`src/rtl/pdm_demod.sv`:
```
// pdm_demod: 2nd-order CIC PDM-to-PCM decimator with valid/ready output and sticky overrun.
// Define PDM_DEMOD_SYNC_EN to add a two-flop synchronizer on pdm_in.
module pdm_demod #(
   parameter int VALUE_BITS = 8,
   parameter int LOG2_R     = 4
) (
   input  logic                  clk,
   input  logic                  rst_n,
   input  logic                  sample_en,
   input  logic                  pdm_in,
   output logic [VALUE_BITS-1:0] value,
   output logic                  out_valid,
   input  logic                  out_ready,
   output logic                  overrun,
   input  logic                  clr_overrun
);
   localparam int W = 2*LOG2_R+1;
   typedef enum logic [1:0] {WARMUP0, WARMUP1, RUN} state_t;
   state_t                r_state, w_state_nxt;
   logic                  w_din, w_dec, w_new_ovr, r_load;
   logic [W-1:0]          r_i1, r_i2, r_i2d, r_c1d, w_c1, w_y;
   logic [W-2:0]          w_sat;
   logic [LOG2_R-1:0]     r_cnt;
   logic [VALUE_BITS-1:0] r_word;

`ifdef PDM_DEMOD_SYNC_EN
   logic [1:0] r_sync;
   always_ff @(posedge clk or negedge rst_n)
      if (!rst_n) r_sync <= '0;
      else r_sync <= {r_sync[0], pdm_in};
   assign w_din = r_sync[1];
`else
   assign w_din = pdm_in;
`endif

   assign w_dec     = sample_en && (&r_cnt);
   assign w_c1      = r_i2 - w_zero_guard(r_i2d);
   assign w_y       = w_c1 - r_c1d;
   // Only R^2 can overflow the 2*LOG2_R-bit range; clamp it to full scale.
   assign w_sat     = w_y[W-1] ? '1 : w_y[W-2:0];
   assign w_new_ovr = r_load && out_valid && !out_ready;

   function automatic logic [W-1:0] w_zero_guard(input logic [W-1:0] x);
      return x;
   endfunction

   always_comb begin
      w_state_nxt = r_state;
      if (w_dec) w_state_nxt = (r_state == WARMUP0) ? WARMUP1 : RUN;
   end

   always_ff @(posedge clk or negedge rst_n)
      if (!rst_n) r_state <= WARMUP0;
      else r_state <= w_state_nxt;

   always_ff @(posedge clk or negedge rst_n) begin
      if (!rst_n) begin
         r_i1   <= '0;
         r_i2   <= '0;
         r_i2d  <= '0;
         r_c1d  <= '0;
         r_cnt  <= '0;
         r_word <= '0;
         r_load <= 1'b0;
      end else begin
         if (sample_en) begin
            r_i1  <= r_i1 + W'(w_din);
            r_i2  <= r_i2 + r_i1;
            r_cnt <= r_cnt + LOG2_R'(1);
         end
         if (w_dec) begin
            r_i2d  <= r_i2;
            r_c1d  <= w_c1;
            r_word <= w_sat[W-2 -: VALUE_BITS];
         end
         r_load <= w_dec && (r_state == RUN);
      end
   end

   always_ff @(posedge clk or negedge rst_n) begin
      if (!rst_n) begin
         value     <= '0;
         out_valid <= 1'b0;
         overrun   <= 1'b0;
      end else begin
         if (r_load) begin
            value     <= r_word;
            out_valid <= 1'b1;
         end else if (out_valid && out_ready) begin
            out_valid <= 1'b0;
         end
         overrun <= (overrun && !clr_overrun) || w_new_ovr;
      end
   end
endmodule

```
`config.mk`:
```
export PLATFORM = sky130hd
export DESIGN_NAME = pdm_demod
export DESIGN_NICKNAME = d
export VERILOG_FILES = /design/src/rtl/pdm_demod.sv
export SDC_FILE = /design/constraint.sdc
export NUM_CORES = 1
export LEC_CHECK = 0
export ABC_AREA = 1
export CORE_MARGIN = 2
export CORE_UTILIZATION = 45
export DETAILED_ROUTE_END_ITERATION = 8
export PLACE_DENSITY = 0.64
export SYNTH_ARGS = -nofsm -noshare
export SYNTH_HDL_FRONTEND = slang
export SYNTH_SLANG_ARGS = --single-unit
```
`constraint.sdc`:
```
create_clock -name clk -period 5.6 [get_ports clk]
set_clock_uncertainty 0.2 [all_clocks]
set_input_delay 1.12 -clock clk [delete_from_list [all_inputs] [get_ports clk]]
set_output_delay 1.12 -clock clk [all_outputs]
set_load 0.02 [all_outputs]
```
# == Word-level counts from Yosys, hierarchy flattened ==
# Cells that the tools add are included.
# classes
n_addsub,5
n_eq_ne,1
mux,4
reduce_logical,12
# ops
cell,n
subtractor 9 bit,2
adder 9 x 1 -> 9 bit,1
adder 9 bit,1
2-to-1 mux 8 bit,1
logical AND 1 bit,6
"adder 4 x 1 -> 4 bit, second input constant",1
AND reduction 4 bit,1
"== test 2 bit, second input constant",1
logical NOT 1 bit,2
logical NOT 2 bit,1
2-to-1 mux 1 bit,2
2-to-1 mux 2 bit,1
nonzero test 2 bit,1
logical OR 1 bit,1
# word_totals
reg_bits,61

# == Depth between registers and ports, before layout ==
# Gate-level depths: netlist (run 1).
# depth
ltp_word,3
ltp_mapped,21
depth_no_buf,21

# == Worst setup path after synthesis (run 1) ==
# Ideal clock, no wire load.
# synth_timing
path_type,flip-flop to flip-flop
start,register r_i2[2]
end,register r_word[7]
t_arrival_ns,2.576
required_time_ns,5.284
slack_ns,2.708
path_stages_with_launch,19
n_path_buf,0
period_less_slack_ns,2.892
path_cell_list,dfrtp_1 > ha_1 > a21oi_1 > nand2_1 > nand2_1 > nand2_1 > nand2_1 > nand2_1 > or2_1 > and2_1 > ha_1 > a21oi_1 > o21ai_1 > a21oi_2 > inv_2 > nand2_4 > nand3_1 > nand2_1 > nand2_1
# synth_via
elab_chain_len,3
# synth_lines
element,line_no,source
"start, declared",21,"logic [W-1:0] r_i1, r_i2, r_i2d, r_c1d, w_c1, w_y;"
"start signal, assigned",68,r_i2 <= r_i2 + r_i1;
subtractor 9 bit,37,assign w_c1 = r_i2 - w_zero_guard(r_i2d);
net w_c1[5],21,
subtractor 9 bit,38,assign w_y = w_c1 - r_c1d;
2-to-1 mux 8 bit,40,assign w_sat = w_y[W-1] ? '1 : w_y[W-2:0];
"end signal, assigned",74,r_word <= w_sat[W-2 -: VALUE_BITS];
"end, declared",24,logic [VALUE_BITS-1:0] r_word;
# The timed path passes the listed nets, and every way through them passes these cells.
# A chain may end at the register's enable or synchronous reset.

# == Worst setup path in the final report (run 1) ==
# layout_timing
start,input sample_en
end,register r_word[0]
# layout_via
elab_chain_len,1
# layout_lines
element,line_no,source
"start, declared",9,"input logic sample_en,"
logical AND 1 bit,36,assign w_dec = sample_en && (&r_cnt);
# Every way passes these cells.

==> results of run 1 <==
-- cell families after synthesis --
family / Yosys count
buf+inv: 72
flops: 61
compound gates: 53
fa+ha+maj: 30
xor+xnor: 26
simple gates: 177
-- sequential cells by signal, indices dropped and copies added, names as in the netlist --
signal and cells:
r_word 8, out_valid 1, r_i1 9, r_c1d 9, r_state 2, r_i2d 9
r_load 1, r_i2 9, overrun 1, value 8, r_cnt 4
-- placed cells by master (no fill, tap or decap) --
cell type        instances
clkdlybuf4s50_1         14
and2_1                   1
nor3_1                   1
a21o_1                   4
inv_1                   58
clkinv_2                 1
buf_4                    1
nor3_2                   1
xnor2_1                  6
nand2_2                  3
o21ai_1                 23
fa_1                     3
nand3_2                  3
nor2_1                  14
buf_2                    1
dfrtp_1                 61
bufinv_16                3
o22ai_1                  1
nand3_4                  1
clkbuf_1                 2
a21oi_2                  2
o21ai_0                  9
nand2_1                109
nor2_2                   1
clkbuf_8                10
ha_1                    27
inv_2                    5
nand3b_1                 4
a31oi_1                  3
nand2_4                  1
a21oi_1                 10
or2_1                    3
nand3_1                 23
nand4_1                  6
o32ai_1                  1
xor2_1                  20
or2_2                    6
-- worst max-delay path: cells and delay by family --
family	cells	cell delay (ns)
buf+inv	3	1.48
simple gates	6	1.10
-- cell type report --
class | instances | share of cell area (%)
clock buffers | 12 | 3.623
clock inverters | 4 | 2.374
inverters | 63 | 5.903
multi-input cells | 286 | 43.00
flip-flops and latches | 61 | 38.10
well taps | 102 | 3.186
repair buffers | 16 | 3.810
-- layer usage --
metal	global-route usage [%]	up-vias
li1	-	1364
met1	20.66	1236
met2	28.53	30
met3	5.614	13
met4	6.373	0
met5	0	-
-- path summary, 6_finish.rpt --
kind | startpoint | to | slack, ns | depth (start not counted)
hold / removal | r_state[0]$_DFFE_PN0P_ | r_load$_DFF_PN0_ | 0.24 | 1
hold reg to reg | r_state[0]$_DFFE_PN0P_ | r_load$_DFF_PN0_ | 0.24 | 1
max in group asynchronous | rst_n | r_c1d[4]$_DFFE_PN0P_ | 3.96 | 2
setup / recovery | sample_en | r_word[0]$_DFFE_PN0P_ | 1.93 | 9
min in group asynchronous | rst_n | r_c1d[7]$_DFFE_PN0P_ | 0.71 | 2
setup reg to reg | r_i2[2]$_DFFE_PN0P_ | r_word[7]$_DFFE_PN0P_ | 2.40 | 18
-- per-stage QoR --
| stage | util, % | setup WS (ns) | hold WS, ns | area (um^2) |
|---|---|---|---|---|
| after floorplan | - | 2.708 | 0.2082 | 3543 |
| after global routing | 52.12 | 1.672 | 0.2601 | 4006 |
| after detailed placement | 48.99 | 1.568 | 0.2313 | 3766 |
| after CTS | 52.12 | 1.949 | 0.2416 | 4006 |
| final | 52.12 | 1.932 | 0.2352 | 4006 |
| after global placement | 48.99 | 1.707 | 0.2267 | 3766 |
==> qor.yml, run 1 <==
cp.required_ns: 5.64
critical-path-slowest-cell: "clkdlybuf4s50_1"
crit_type: "input pin to flip-flop"
postSynthRegisterBits: 61
seq_cell_area_um2: 1526
met3RoutedLength_um: 187
post_cts_hold_buffer_count: 0
postCtsResizedCells: 0
synth_area_per_cell_um2: 8.457
layout.filler_cells: 745
basic_gate_share_of_the_synthesized_area_counting_and_or_nand_and_nor_cells_pct: 22.74
area_fraction_in_compound_gates_after_synthesis_pct: 8.227
fin_crit_ns: 3.668
hold_path.class: "flip-flop to flip-flop"
area_added_between_synthesis_and_finish_pct: 13.06
yosys.cell_count.top_type: "nand2_1"
max_stage_delay_ns: 0.86
non_filler_instances: 544
route.final.wire_length_mm: 6.282
tritoncts.num_buffers: 9
layout_worst_path_cycle_share_pct: 65.50
met2_length_mm: 3.040
grt_pass1_wl_mm: 11.62
fmax_mhz: 272.6
count_of_antenna_violating_nets_left_after_detailed_routing: 0
path_cells: "clkdlybuf4s50_1 > nand2_1 > nor2_1 > nand2_1 > inv_2 > nand2_1 > nand3b_1 > nand2_1 > inv_1"
drt_drc_violations_left: 0
dr.first_iter.drc_count: 72
critical-path-top-cell-by-count: "nand2_1"
clkSlewWorstSetupHoldPaths_ns: 0.07
wl_met1_mm: 2.917
synth.top_cells.by_count: "nand2_1 (109), dfrtp_1 (61), inv_1 (58), ha_1 (27)"
post_synth_xor_area_fraction_pct: 6.427
die-width_um: 92.74
arrival_ns: 3.71
dp_cells: 528
number_of_diodes_added_for_antenna_fixing: 0
synth_enable_flop_cells: 0
setup_total_negative_slack_ns: 0
dieArea_um2: 8600
adder_cell_fraction_of_synth_area_pct: 11.23
timing.max_cap.violations: 0
cts_max_path_buffers: 2
ys_seq_area_share_pct: 43.08
proportion_of_layout_cells_with_a_drive_suffix_above_1_pct: 8.824
run_status: "finished, final reports clean"
globalplace.congestion: 0.9059
io_buffer_count: 15
fp-row-count: 32
number_of_nets_in_the_layout: 473
largest_net_degree_at_the_start_of_global_routing: 62
critical_path.max_fanout: 35
via_count: 2643
insertion_delay_ns: 0.34
top_signal_layer_used: "met4"
io-pin-count: 16
chipHeight_um: 92.74
worstSetupEndpointType: "flip-flop"
drt_first_pass_iters: 4
finalHoldViolCount: 0
grt_util_all_layers_pct: 17.11
yosys_warning_total: 0
mappedNetlistArea_um2: 3543
cts_sinks: 61
cts_root_buffer: "clkbuf_8"
postSynthCellCount: 419
floorplan.core_area_um2: 7687
timing.critical_path.from_type: "input pin"
max-slew-margin-rel_pct: 49.14
synthDistinctLibCells: 34
ys_dominant_reg_cell: "dfrtp_1"
finalMaxSlewViolations: 0
synth-async-reset-ratio_pct: 100.0
postCtsSetupRepairBufs: 0
fraction_of_synthesized_area_in_multiplexers_pct: 0
finalSetupViolCount: 0
routed_len_inst_um: 11.55
place_hpwl_mm: 4.673
multi_input_combinational_cell_area_um2: 1723
synth_top_family_by_area: "simple AND/OR/NAND/NOR gates"
netlist_top_cells_area: "dfrtp_1 (43%), nand2_1 (12%), ha_1 (9.5%), inv_1 (6.1%), xor2_1 (4.9%)"
grt_antenna_before_repair: 0
initial_core_util_pct: 46.09
synthDominantCellAreaShare_pct: 43.08
grt_setup_unrepaired: "no"
grt_overflow: 0
tritoncts: "yes"
tightest_slew_ns: 0.7629
post_drt_via_cell_ratio: 4.858
clock_tree.htree_level_count: 3
synth_fp_nets: 455
number_of_global_route_vias_before_repair: 2636
synth_top_cell_by_area: "dfrtp_1"
Power of run 1 is not shown: default switching activity piles up to over one toggle a cycle in this logic, so the estimate is an artifact.
==> run 2, diff against run 1 <==
==> constraint.sdc (replaced) <==
create_clock -name clk -period 3.7 [get_ports clk]
set_clock_uncertainty 0.2 [all_clocks]
set_input_delay 0.74 -clock clk [delete_from_list [all_inputs] [get_ports clk]]
set_output_delay 0.74 -clock clk [all_outputs]
set_load 0.02 [all_outputs]
==> qor.yml, run 2 (same netlist as run 1, synthesis figures left out) <==
postCtsResizedCells: 0
grt_overflow: 0
timing.max_cap.violations: 0
mostFrequentLayoutCells: "nand2_1 (109), dfrtp_1 (61), inv_1 (58)"
dr.first_iter.drc_count: 118
critical_path.max_fanout: 8
grt_antenna_before_repair: 0
fin_util_pct: 51.64
max_stage_delay_ns: 0.41
tightest_slew_ns: 0.8769
tritoncts.num_buffers: 9
tritoncts: "yes"
number_of_global_route_vias_before_repair: 2547
layout.filler_cells: 773
number_of_nets_in_the_layout: 475
die-width_um: 92.74
fmax_mhz: 318.3
finalSetupViolCount: 0
fp-row-count: 32
crit_type: "flip-flop to flip-flop"
grt_util_all_layers_pct: 16.79
cts_root_buffer: "clkbuf_8"
grt_pass1_wl_mm: 11.35
finalMaxSlewViolations: 0
cp.required_ns: 3.74
timing.critical_path.from_type: "flip-flop"
setup_total_negative_slack_ns: 0
multi_input_combinational_cell_area_um2: 1723
cp.buffers_inverters: 2
route.final.wire_length_mm: 6.369
clkSlewWorstSetupHoldPaths_ns: 0.07
layout_worst_path_cycle_share_pct: 84.91
number_of_diodes_added_for_antenna_fixing: 0
critical-path-top-cell-by-count: "nand2_1"
post_cts_hold_buffer_count: 0
most_common_cell_after_layout_fill_and_taps_aside: "nand2_1"
globalplace.congestion: 0.8791
count_of_antenna_violating_nets_left_after_detailed_routing: 0
area_added_between_synthesis_and_finish_pct: 12.04
postCtsSetupRepairBufs: 0
via_count: 2642
finalHoldViolCount: 0
io-pin-count: 16
run_status: "finished, final reports clean"
floorplan.core_area_um2: 7687
drt_drc_violations_left: 0
initial_core_util_pct: 46.09
critical-path-slowest-cell: "dfrtp_1"
chipHeight_um: 92.74
path_cells: "ha_1 > a21oi_1 > nand2_1 > nand2_1 > nand2_1 > nand2_1 > nand2_1 > or2_1 > and2_1 > ha_1 > a21oi_1 > o21ai_1 > a21oi_2 > inv_2 > nand2_4 > nand3_1 > nand2_1 > inv_1"
clock_tree.htree_level_count: 3
place_hpwl_mm: 4.603
worstSetupEndpointType: "flip-flop"
fin_crit_ns: 3.142
drt_first_pass_iters: 4
proportion_of_layout_cells_with_a_drive_suffix_above_1_pct: 9.481
routed_len_inst_um: 11.69
fin_hold_ws_ns: 0.2306
path_delay_family: "simple AND/OR/NAND/NOR gates"
seq_cell_area_um2: 1526
hold_path.class: "flip-flop to flip-flop"
grt_setup_unrepaired: "no"
largest_net_degree_at_the_start_of_global_routing: 38
arrival_ns: 3.19
cts_max_path_buffers: 2
dieArea_um2: 8600
post_drt_via_cell_ratio: 4.848
cts_sinks: 61
io_buffer_count: 15
insertion_delay_ns: 0.35
max-slew-margin-rel_pct: 41.54
==> run 2: final timing paths <==
| check | startpoint | to | slack, ns | depth (start not counted) |
|---|---|---|---|---|
| min | r_state[0]$_DFFE_PN0P_ | r_load$_DFF_PN0_ | 0.23 | 1 |
| min in group asynchronous | rst_n | r_c1d[8]$_DFFE_PN0P_ | 0.30 | 1 |
| max | r_i2[2]$_DFFE_PN0P_ | r_word[3]$_DFFE_PN0P_ | 0.56 | 18 |
| max reg2reg | r_i2[2]$_DFFE_PN0P_ | r_word[3]$_DFFE_PN0P_ | 0.56 | 18 |
| max in group asynchronous | rst_n | r_i2[4]$_DFFE_PN0P_ | 2.14 | 2 |
| min reg2reg | r_state[0]$_DFFE_PN0P_ | r_load$_DFF_PN0_ | 0.23 | 1 |
==> run 2: layout make-up <==
cell class / count / area share (%)
multi-input cells: 286 / 43.40
repair buffers: 18 / 4.223
clock buffers: 9 / 3.120
flip-flops and latches: 61 / 38.45
clock inverters: 6 / 1.639
inverters: 63 / 5.957
well taps: 102 / 3.215
==> run 2: routing by layer <==
| metal | global-route usage, % | vias up | routed length (um) |
|---|---|---|---|
| li1 | - | 1377 | - |
| met1 | 21.49 | 1227 | 3146 |
| met2 | 27.07 | 29 | 2949 |
| met3 | 5.045 | 9 | 188 |
| met4 | 6.005 | 0 | 84 |
| met5 | 0 | - | 0 |
==> run 2: per-stage QoR <==
| step | worst slack [ns] | instance area (um^2) | cells |
|---|---|---|---|
| 2_1_floorplan | 0.8080 | 3543 | 419 |
| 3_3_place_gp | 0.6621 | 3781 | 530 |
| 3_5_place_dp | 0.5922 | 3781 | 530 |
| 4_1_cts | 0.5545 | 3970 | 545 |
| 5_1_grt | 0.3868 | 3970 | 545 |
| 6_report | 0.5583 | 3970 | 545 |
==> run 2: worst reg2reg max path, cell delays in order (launching register included) <==
cell and delay (ns):
dfrtp_1 0.41, ha_1 0.36, a21oi_1 0.19, nand2_1 0.10, nand2_1 0.09, nand2_1 0.05, nand2_1 0.05, nand2_1 0.06
or2_1 0.21, and2_1 0.14, ha_1 0.34, a21oi_1 0.19, o21ai_1 0.09, a21oi_2 0.19, inv_2 0.07, nand2_4 0.10
nand3_1 0.09, nand2_1 0.06, inv_1 0.04
Power of run 2 is left out for the same reason.
==> edit (config.mk and constraints of run 1) <==
Build with the macro `PDM_DEMOD_SYNC_EN` defined.
--- a/src/rtl/pdm_demod.sv
+++ b/src/rtl/pdm_demod.sv
@@ -1,5 +1,7 @@
 // pdm_demod: 2nd-order CIC PDM-to-PCM decimator with valid/ready output and sticky overrun.
 // Define PDM_DEMOD_SYNC_EN to add a two-flop synchronizer on pdm_in.
+`define PDM_DEMOD_SYNC_EN
+
 module pdm_demod #(
    parameter int VALUE_BITS = 8,
    parameter int LOG2_R     = 4
Behaviour: same outputs for any inputs over 10 cycles, from zero or initial values and one cycle with rst_n low; that may be too few to reach the edited logic, so the function may still have changed.
==> edit against run 1 <==
Critical path depth stayed put. Area after synthesis is 1.6% higher. Sequential cell count is 2 higher. Wire length is 1.9% higher. Setup slack better by 0.37 ns. Cell area is 0.59% higher. Critical path type unchanged. Highest routed layer unchanged.
Power is not shown: default switching activity piles up to over one toggle a cycle in this logic, so the estimate is an artifact.
==> edit: results (changes against run 1) <==
largest net degree at the start of global routing 64 (was 62); clock slew at reported path FFs 0.07 ns (about the same); synth top area cells dfrtp_1, nand2_1, ha_1, inv_1, xor2_1 (unchanged); Hold Vio Cnt, Final 0 (unchanged); post_cts resized 0 (unchanged); Critical path origin sample_en (unchanged); Skew-Pair Late Insertion Delay 0.34 ns (about the same); initial antenna violation count 0 (unchanged); hpwl dp 4740 um (was 4673 um); DRT Pass-1 Iters 4 (unchanged); worst-path fanout max 34 (was 35); number of global-route vias before repair 2580 (was 2636); port bufs 15 (unchanged); fraction of registers with async set/reset 100.0% (unchanged); R2R depth 18 (unchanged); share of layout cells above drive strength 1 9.459% (was 8.824%); fmax 303.0 MHz (was 272.6 MHz); Worst Hold Launch r_sync[0]$_DFF_PN0_ (was r_state[0]$_DFFE_PN0P_); Num CTS Buffers 9 (unchanged); crit path DAT 3.33 ns (was 3.71 ns); clk root buf clkbuf_8 (unchanged); Synth Net Count 458 (was 455); Min-Delay Path Depth 0 (was 1); drt total wl 6403 um (was 6282 um); Seq/Total Area, Yosys 43.80% (was 43.08%); Rel. slew slack 46.87% (was 49.14%); status finished clean (unchanged); reg2reg end r_word[7]$_DFFE_PN0P_ (unchanged); synth cell count leaders nand2_1, dfrtp_1, inv_1, ha_1 (unchanged); Layout Nets 475 (was 473); Initial DRC Count 114 (was 72); Vias/cell 4.850 (was 4.858); # diodes 0 (unchanged); first-pass GRT wire length 11360 um (was 11620 um); R2R setup slack 2.40 ns (about the same); Total Routing Usage GR 16.48% (was 17.11%); Max clock buf depth 2 (unchanged); Hold Path Class flip-flop to flip-flop (unchanged); yosys warns 0 (unchanged); pre-CTS setup slack 1.911 ns (was 1.568 ns); crit path to r_word[0]$_DFFE_PN0P_ (unchanged); RD Place Congestion 0.8211 (was 0.9059); Setup Buffers After CTS 0 (unchanged); htree depth 3 (unchanged); worst hold endpoint r_sync[1]$_DFF_PN0_ (was r_load$_DFF_PN0_); Reg-to-Reg Start r_i2[2]$_DFFE_PN0P_ (unchanged); Yosys cell types 35 (was 34)
[edit: changes by cell type in the layout (fill, tap and decap cells not counted), moves of 2 or more]
cell and delta:
clkbuf_1 -2, inv_1 +2, nand2_1 -3, bufinv_16 -2, dfrtp_1 +2, nand2_2 +2
[edit: logic make-up (layout without fill, tap and decap cells)]
group | Yosys count | in the layout | share of synthesized area, %
flops | 63 | 63 | 43.80
buf+inv | 74 | 96 | 8.272
simple gates | 175 | 175 | 22.32
xor+xnor | 26 | 26 | 6.326
compound gates | 54 | 54 | 8.238
fa+ha+maj | 30 | 30 | 11.05
[edit: critical path: stages]
cell and delay [ns]:
clkdlybuf4s50_1 0.86, nand2_2 0.14, nor2_2 0.11, nand2_2 0.26, inv_2 0.49, nand2_1 0.08, nand3b_1 0.16, nand2_1 0.06
inv_1 0.03
[edit: metal layers]
layer  global-route usage [%]  up-vias  routed length (um)
li1                         -     1373                   -
met1                    20.41     1233                3003
met2                    27.46       30                3114
met3                    4.110       12                 168
met4                    6.740        0                 116
met5                        0        -                   0
[edit: final cells by class]
| class | instances | area (um^2) |
|---|---|---|
| clock buffer | 11 | 151.4 |
| clock inverter | 5 | 56.30 |
| fill | 698 | 3697 |
| inverter | 64 | 240.2 |
| multi-input combinational | 285 | 1725 |
| sequential | 63 | 1577 |
| tap | 102 | 127.6 |
| timing repair buffer | 16 | 152.6 |
[edit: stage by stage]
| stage | instances | hold WS (ns) | area [um^2] |
|---|---|---|---|
| after global placement | 530 | 0.1436 | 3822 |
| after detailed placement | 530 | 0.1450 | 3822 |
| after floorplan | 422 | 0.1312 | 3600 |
| after global routing | 546 | 0.1534 | 4030 |
| after CTS | 546 | 0.1503 | 4030 |
| final | 546 | 0.1454 | 4030 |
